$ cat src/rtl/dmr_wb_comparator.sv
// dmr_wb_comparator: compares lockstep replica write-backs, forwards agreed writes
// and tracks mismatches with a sticky flag and saturating counter.
module dmr_wb_comparator #(
  parameter int ADDR_W = 5,
  parameter int DATA_W = 32,
  parameter int CNT_W  = 8
) (
  input  logic              clk_i,
  input  logic              rst_ni,
  input  logic              we_a_i,
  input  logic              we_b_i,
  input  logic [ADDR_W-1:0] addr_a_i,
  input  logic [ADDR_W-1:0] addr_b_i,
  input  logic [DATA_W-1:0] data_a_i,
  input  logic [DATA_W-1:0] data_b_i,
  input  logic              clear_i,
  output logic              we_o,
  output logic [ADDR_W-1:0] addr_o,
  output logic [DATA_W-1:0] data_o,
  output logic              signal,
  output logic              err_sticky_o,
  output logic [CNT_W-1:0]  err_cnt_o
);
  logic mismatch, agree;
  // addresses and data only matter when both replicas actually write
  assign mismatch = (we_a_i != we_b_i) |
                    (we_a_i & we_b_i & ((addr_a_i != addr_b_i) | (data_a_i != data_b_i)));
  assign agree = we_a_i & we_b_i & ~mismatch;
  always_ff @(posedge clk_i or negedge rst_ni) begin
    if (!rst_ni) begin
      we_o         <= 1'b0;
      addr_o       <= '0;
      data_o       <= '0;
      signal       <= 1'b0;
      err_sticky_o <= 1'b0;
      err_cnt_o    <= '0;
    end else begin
      signal <= mismatch;
      we_o   <= agree;
      if (agree) begin
        addr_o <= addr_a_i;
        data_o <= data_a_i;
      end
      if (clear_i) begin
        err_sticky_o <= 1'b0;
        err_cnt_o    <= '0;
      end else if (mismatch) begin
        err_sticky_o <= 1'b1;
        err_cnt_o    <= (&err_cnt_o) ? err_cnt_o : err_cnt_o + 1'b1;
      end
    end
  end
endmodule

$ cat config.mk
export PLATFORM = sky130hd
export DESIGN_NAME = dmr_wb_comparator
export DESIGN_NICKNAME = d
export VERILOG_FILES = /design/src/rtl/dmr_wb_comparator.sv
export SDC_FILE = /design/constraint.sdc
export NUM_CORES = 1
export LEC_CHECK = 0
export CAP_MARGIN = 25
export CORE_MARGIN = 5
export CORE_UTILIZATION = 25
export DETAILED_ROUTE_END_ITERATION = 8
export SYNTH_ARGS = -nofsm -noshare
export SYNTH_HDL_FRONTEND = slang
export SYNTH_SLANG_ARGS = --single-unit
export TNS_END_PERCENT = 20
$ cat constraint.sdc
create_clock -name clk_i -period 4.5 [get_ports clk_i]
set_input_delay 0.675 -clock clk_i [delete_from_list [all_inputs] [get_ports clk_i]]
set_output_delay 0.675 -clock clk_i [all_outputs]
set_load 0.01 [all_outputs]
==> results.md, run 1 <==
* Antenna fix cells at 0
* Nets at 398
* Pint at 672 uW
* Die W at 109 microns
* Leakage at 1.70 nW
* Maximum clock insertion buffer count at 2
* Routed WL at 6390 microns
* Number of global-route vias before repair at 2064
* Congestion Overflow GR at 0
* CP arrival at 3.50 ns
* Worst setup margin at 1.19 ns
* Post-synthesis compound-gate area fraction at 2.11%
* Chip Height at 109 microns
* Post-DP HPWL at 5210 microns
* Total chip power at 866 uW
* Unrepaired setup endpoints after global routing: no
* Die area at 11800 sq um
* Net Sw Frac at 22.5%
* Distinct cell type count after synthesis at 26
* Port Buffers at 126
* Commonest non-fill, non-tap cell in the layout: clkdlybuf4s50_1
* Yosys warns at 0
* Highest-count cells in the layout ignoring fill and taps: clkdlybuf4s50_1, dfrtp_1, xnor2_1
* Number of synthesized flops with an enable pin at 0
* Tmin final at 3.31 ns
* Status: finished, final reports clean
* # H-tree levels at 2
* Total setup buffers inserted after CTS at 0
* Cts repair resizes at 0
* Inserted Clock Buffers at 5
* Final Skew at 0.00144 ns
* Post-synthesis instance area at 2430 sq um
* Via count at 1885
* First-pass GRT wire length at 10300 microns
* Comb pwr share at 17.7%
* Share of layout cells above drive strength 1 at 16.7%
* Mapped Nets at 269
* Setup TNS at 0 ns
* Achievable Freq at 302 MHz
* GR Util All Layers at 11.0%
* Main synth FF type: dfrtp_1
* Clock sinks at 48
* Initial antenna violation count at 0
* Placement Setup Slack at 0.783 ns
* Synth Area in Adders at 1.03%
* Crit end category: flip-flop
* P&R area growth vs syn at 61.7%
* Psw at 195 uW
* Max-slew violation count at 0
* Reg clk slew, reported paths at 0.08 ns
* CP max stage delay at 0.51 ns
* Startpoint types: input pin
* Post-synth ARST share at 100%
* Avg Vias per Cell at 4.19
* Crit path required time at 4.68 ns
* First-iteration detailed-routing DRC count at 33
* CTS tree: done
* CP max FO at 21
* Drt drc at 0
* Largest net degree at the start of global routing at 37
* Hold_ws at 0.268 ns
* Sequential cell area fraction in the yosys report at 49.3%
* Clock Latency Late Sink at 0.29 ns
* CP Class: input pin to flip-flop
* DRT antenna net count at 0
* I/O pin count at 127
* Worst hold path type: input pin to asynchronous set/reset pin
* Period utilization at 73.7%
* Wire length per cell at 14.2 microns
* Setup violators final at 0
* GP Congestion at 0.730
* Hold Violations, Final at 0
* Synth Area in Simple Gates at 10.3%
* Relative slew margins at 64.9%
* Final core occ at 40.8%
* Main combinational cell family by area after synthesis: multiplexers
* Post-Synth XOR/XNOR Area at 13.3%
* Clock power share at 31.6%
* Site row count at 36
* Power share of the sequential group at 50.7%
* Worst-path cell chain: clkdlybuf4s50_1, xnor2_1, nand4_1, nor4_2, and4b_1, nand2_2, buf_4, mux2_4
* Initial Utilization at 25.3%
* Mux cell area share after synthesis at 21.8%
* Maxcap violations at 0
* Slowest cell on crit path: clkdlybuf4s50_1
* Drt pass-1 iters at 4
* Syn avg cell area at 13.0 sq um
* Post-synthesis register bit count at 48
* Pwr/cell area at 220 nW/um^2
* Syn Inst Count at 188
* Root Driver: clkbuf_8
* Core box area at 9640 sq um
* Peak VDD IR at 0.126 mV
* Measured slew at the worst slew-check pin at 0.525 ns
* CTS Hold Bufs at 0
[logic make-up (layout without fill, tap and decap cells)]
kind of cell	Yosys count	in the layout
compound gates	10	10
xor+xnor	37	37
fa+ha+maj	2	2
buf+inv	7	136
flops	48	48
mux	41	41
simple gates	43	43
[metal layers]
metal  vias to the layer above  share of wire [%]  track usage, %
met4                         0               0.61            2.43
met3                         4                 10            4.91
met2                        79                 48            18.2
met1                       888                 41            13.3
li1                        914                  -               -
met5                         -                  0               0
[synth_stat cells (2+ instances only)]
| cell | n | area [sq um] |
|---|---|---|
| nand2b_1 | 3 | 18.8 |
| dfrtp_1 | 48 | 1200 |
| or3_1 | 4 | 25.0 |
| buf_2 | 2 | 10.0 |
| ha_1 | 2 | 25.0 |
| nor4_2 | 2 | 25.0 |
| o21ai_0 | 4 | 20.0 |
| nor2_1 | 6 | 22.5 |
| nor2b_1 | 4 | 25.0 |
| mux2_4 | 19 | 285 |
| xnor2_1 | 34 | 298 |
| and3_1 | 3 | 18.8 |
| mux2_2 | 21 | 236 |
| nand2_1 | 7 | 26.3 |
| buf_6 | 3 | 33.8 |
| a21oi_1 | 5 | 25.0 |
| nand4_1 | 10 | 62.6 |
| xor2_1 | 3 | 26.3 |
[per-stage QoR]
step	cells	cell area, sq um
5_1_grt	450	3940
6_report	450	3940
4_1_cts	450	3940
3_3_place_gp	442	3820
2_1_floorplan	188	2430
3_5_place_dp	443	3840
[power groups by stage]
| stage | Clock [mW] | Combinational, mW | Sequential, mW |
|---|---|---|---|
| floorplan | 0 | 0.0461 | 0.450 |
| global placement | 0 | 0.152 | 0.448 |
| detailed placement | 0 | 0.156 | 0.448 |
| CTS | 0.290 | 0.156 | 0.440 |
| global route | 0.304 | 0.167 | 0.441 |
| finish | 0.274 | 0.153 | 0.440 |
[final timing paths]
path | cells past startpoint | startpoint | slack (ns) | endpoint
hold / removal | 1 | rst_ni | 0.27 | data_o[9]
setup / recovery | 8 | data_a_i[16] | 1.19 | addr_o[2]
max in group asynchronous | 2 | rst_ni | 3.74 | data_o[14]
hold reg to reg | 1 | data_o[24] | 0.51 | data_o[24]
min in group clk_i | 1 | data_o[24] | 0.51 | data_o[24]
setup reg to reg | 6 | err_cnt_o[0] | 2.37 | err_cnt_o[5]
[layout make-up]
type,count,area [sq um]
sequential,48,1200
clock buffer,7,96.3
timing repair buffer,128,1280
multi-input combinational,133,1180
tap,133,166
inverter,1,3.75
fill,963,5700
[sequential cells by signal (all words and copies together), names as in the netlist]
name / count
addr_o: 5
data_o: 32
err_cnt_o: 8
err_sticky_o: 1
signal: 1
we_o: 1
[worst max-delay path: cells and delay by family]
family	cells	cell delay [ns]
xor gates and xnor gates	1	0.13
buffers and inverters	2	0.90
muxes	1	0.33
and+or+nand+nor	4	1.46
Note: power is estimated with default switching activity, not from simulation.
==> inputs of run 2 (changes only) <==
==> constraint.sdc (replaced) <==
create_clock -name clk_i -period 3.08 [get_ports clk_i]
set_input_delay 0.462 -clock clk_i [delete_from_list [all_inputs] [get_ports clk_i]]
set_output_delay 0.462 -clock clk_i [all_outputs]
set_load 0.01 [all_outputs]
==> run 2 against run 1 <==
  * Power rose by 54%
  * Die area did not move
  * Largest power group unchanged
  * Utilization rose by 0.23 points
  * Final cell count rose by 0.67%
  * Via count rose by 1.5%
  * Worst hold slack got worse by 0.12 ns
  * Critical path depth did not move
  * Clock skew rose by 0.0073 ns
  * Register-to-register slack got worse by 1.4 ns
  * Global-route usage barely moved
  * Flip-flop and latch count did not move
==> results.md, run 2 (synthesis gave the netlist of run 1 again) <==
* Achievable Freq at 417 MHz
* Inserted Clock Buffers at 5 (unchanged)
* CP arrival at 2.58 ns (-0.92 ns)
* Regs by FF count: data_o x32, err_cnt_o x8, addr_o x5
* Commonest non-fill, non-tap cell in the layout: clkdlybuf4s50_1
* Chip Height at 109 microns (unchanged)
* Placement Setup Slack at 0.277 ns (-0.506 ns)
* CTS tree: done
* Drt drc at 0 (unchanged)
* Unrepaired setup endpoints after global routing: no
* Largest register FFs at 32 (unchanged)
* GP Congestion at 0.749 (+2.6%)
* CP max FO at 21 (unchanged)
* Hold_ws at 0.152 ns (-0.115 ns)
* Period utilization at 77.8%
* Leakage at 1.72 nW (+0.76%)
* Clock sinks at 48 (unchanged)
* CP Class: input pin to flip-flop
* Initial Utilization at 25.3% (unchanged)
* P&R area growth vs syn at 62.6%
* CTS Hold Bufs at 0 (unchanged)
* # H-tree levels at 2 (unchanged)
* Total setup buffers inserted after CTS at 0 (unchanged)
* Clock Latency Late Sink at 0.30 ns (about the same)
* Initial antenna violation count at 0 (unchanged)
* Tmin final at 2.40 ns
* Register with the most flip-flops: data_o
* DRT antenna net count at 0 (unchanged)
* First-pass GRT wire length at 10300 microns (-0.19%)
* Worst hold path type: input pin to asynchronous set/reset pin
* I/O pin count at 127 (unchanged)
* Setup TNS at 0 ns (unchanged)
* Maxcap violations at 0 (unchanged)
* Congestion Overflow GR at 0 (unchanged)
* Die W at 109 microns (unchanged)
* Via count at 1914 (+1.5%)
* Status: finished, final reports clean
* Measured slew at the worst slew-check pin at 0.613 ns (+0.0881 ns)
* Share of layout cells above drive strength 1 at 17.5% (+0.78 points)
* Nets at 400 (+0.50%)
* Wire length per cell at 14.2 microns (-0.13%)
* Die area at 11800 sq um (unchanged)
* Antenna fix cells at 0 (unchanged)
* Final Non-Filler Cells at 453 (+0.67%)
* Core box area at 9640 sq um (unchanged)
* Root Driver: clkbuf_8
* Site row count at 36 (unchanged)
* Worst reg-to-reg path cell count at 6 (unchanged)
* Largest net degree at the start of global routing at 28 (-24%)
* Crit end category: flip-flop
* Reg clk slew, reported paths at 0.10 ns (+0.02 ns)
* Post-DP HPWL at 5310 microns (+1.9%)
* Hold Violations, Final at 0 (unchanged)
* Cts repair resizes at 0 (unchanged)
* Peak VDD IR at 0.184 mV (+47%)
* Drt pass-1 iters at 3 (-1)
* Routed WL at 6420 microns (+0.53%)
* Relative slew margins at 59.1% (-5.7 points)
* Final Skew at 0.00874 ns (+0.00730 ns)
* Maximum clock insertion buffer count at 2 (unchanged)
* Setup violators final at 0 (unchanged)
* Worst setup margin at 0.682 ns (-0.503 ns)
* Cells after DPL at 445 (+0.45%)
* Crit path required time at 3.27 ns (-1.41 ns)
* Max-slew violation count at 0 (unchanged)
* Pwr/cell area at 337 nW/um^2 (+53%)
* Startpoint types: input pin
* Port Buffers at 126 (unchanged)
* First-iteration detailed-routing DRC count at 21 (-36%)
* Avg Vias per Cell at 4.23 (+0.87%)
* Highest-count cells in the layout ignoring fill and taps: clkdlybuf4s50_1, dfrtp_1, xnor2_1
* Number of global-route vias before repair at 2031 (-1.6%)
* GR Util All Layers at 11.0% (about the same)
[run 2: changes by cell type in the layout (fill, tap and decap cells not counted)]
cell,before,now
clkinv_4,0,2
buf_4,1,4
bufinv_16,0,1
clkbuf_8,7,5
buf_12,1,0
[run 2: worst max-delay path, cell delays in order]
cell and delay (ns):
clkdlybuf4s50_1 0.49, xnor2_1 0.14, nand4_1 0.12, nor4_1 0.41, and4b_1 0.32, nand2_2 0.07, buf_4 0.24, mux2_4 0.32
[run 2: final timing paths]
path                       slack, ns         start      endpoint
max                             0.68  data_a_i[13]     data_o[8]
min                             0.15        rst_ni     data_o[7]
max reg2reg                     1.01  err_cnt_o[0]  err_cnt_o[5]
min reg2reg                     0.51    data_o[14]    data_o[14]
max in group asynchronous       2.18        rst_ni    data_o[16]
min in group clk_i              0.51    data_o[14]    data_o[14]
[run 2: report_power, final]
part           internal, mW  switching (mW)
sequential            0.636         0.00593
clock                 0.245           0.227
combinational         0.143          0.0789
[run 2: cell type report]
cell class | instances | area, sq um
multi-input combinational | 133 | 1180
tap | 133 | 166
timing repair buffer | 130 | 1290
clock inverter | 3 | 47.5
clock buffer | 5 | 68.8
fill | 977 | 5680
inverter | 1 | 3.75
sequential | 48 | 1200
[run 2: routing by layer]
| layer | wire, microns | up-vias | track usage (%) |
|---|---|---|---|
| met4 | 64 | 0 | 2.71 |
| met2 | 3160 | 73 | 18.5 |
| met5 | 0 | - | 0 |
| met1 | 2630 | 919 | 13.2 |
| li1 | - | 916 | - |
| met3 | 563 | 6 | 4.44 |
[run 2: per-stage QoR]
step / util (%) / instance area (sq um) / power, mW
5_1_grt: 41.1 / 3960 / 1.40
3_5_place_dp: 39.9 / 3840 / 0.881
6_report: 41.1 / 3960 / 1.34
3_3_place_gp: 39.9 / 3840 / 0.879
4_1_cts: 41.1 / 3960 / 1.37
2_1_floorplan: - / 2430 / 0.725
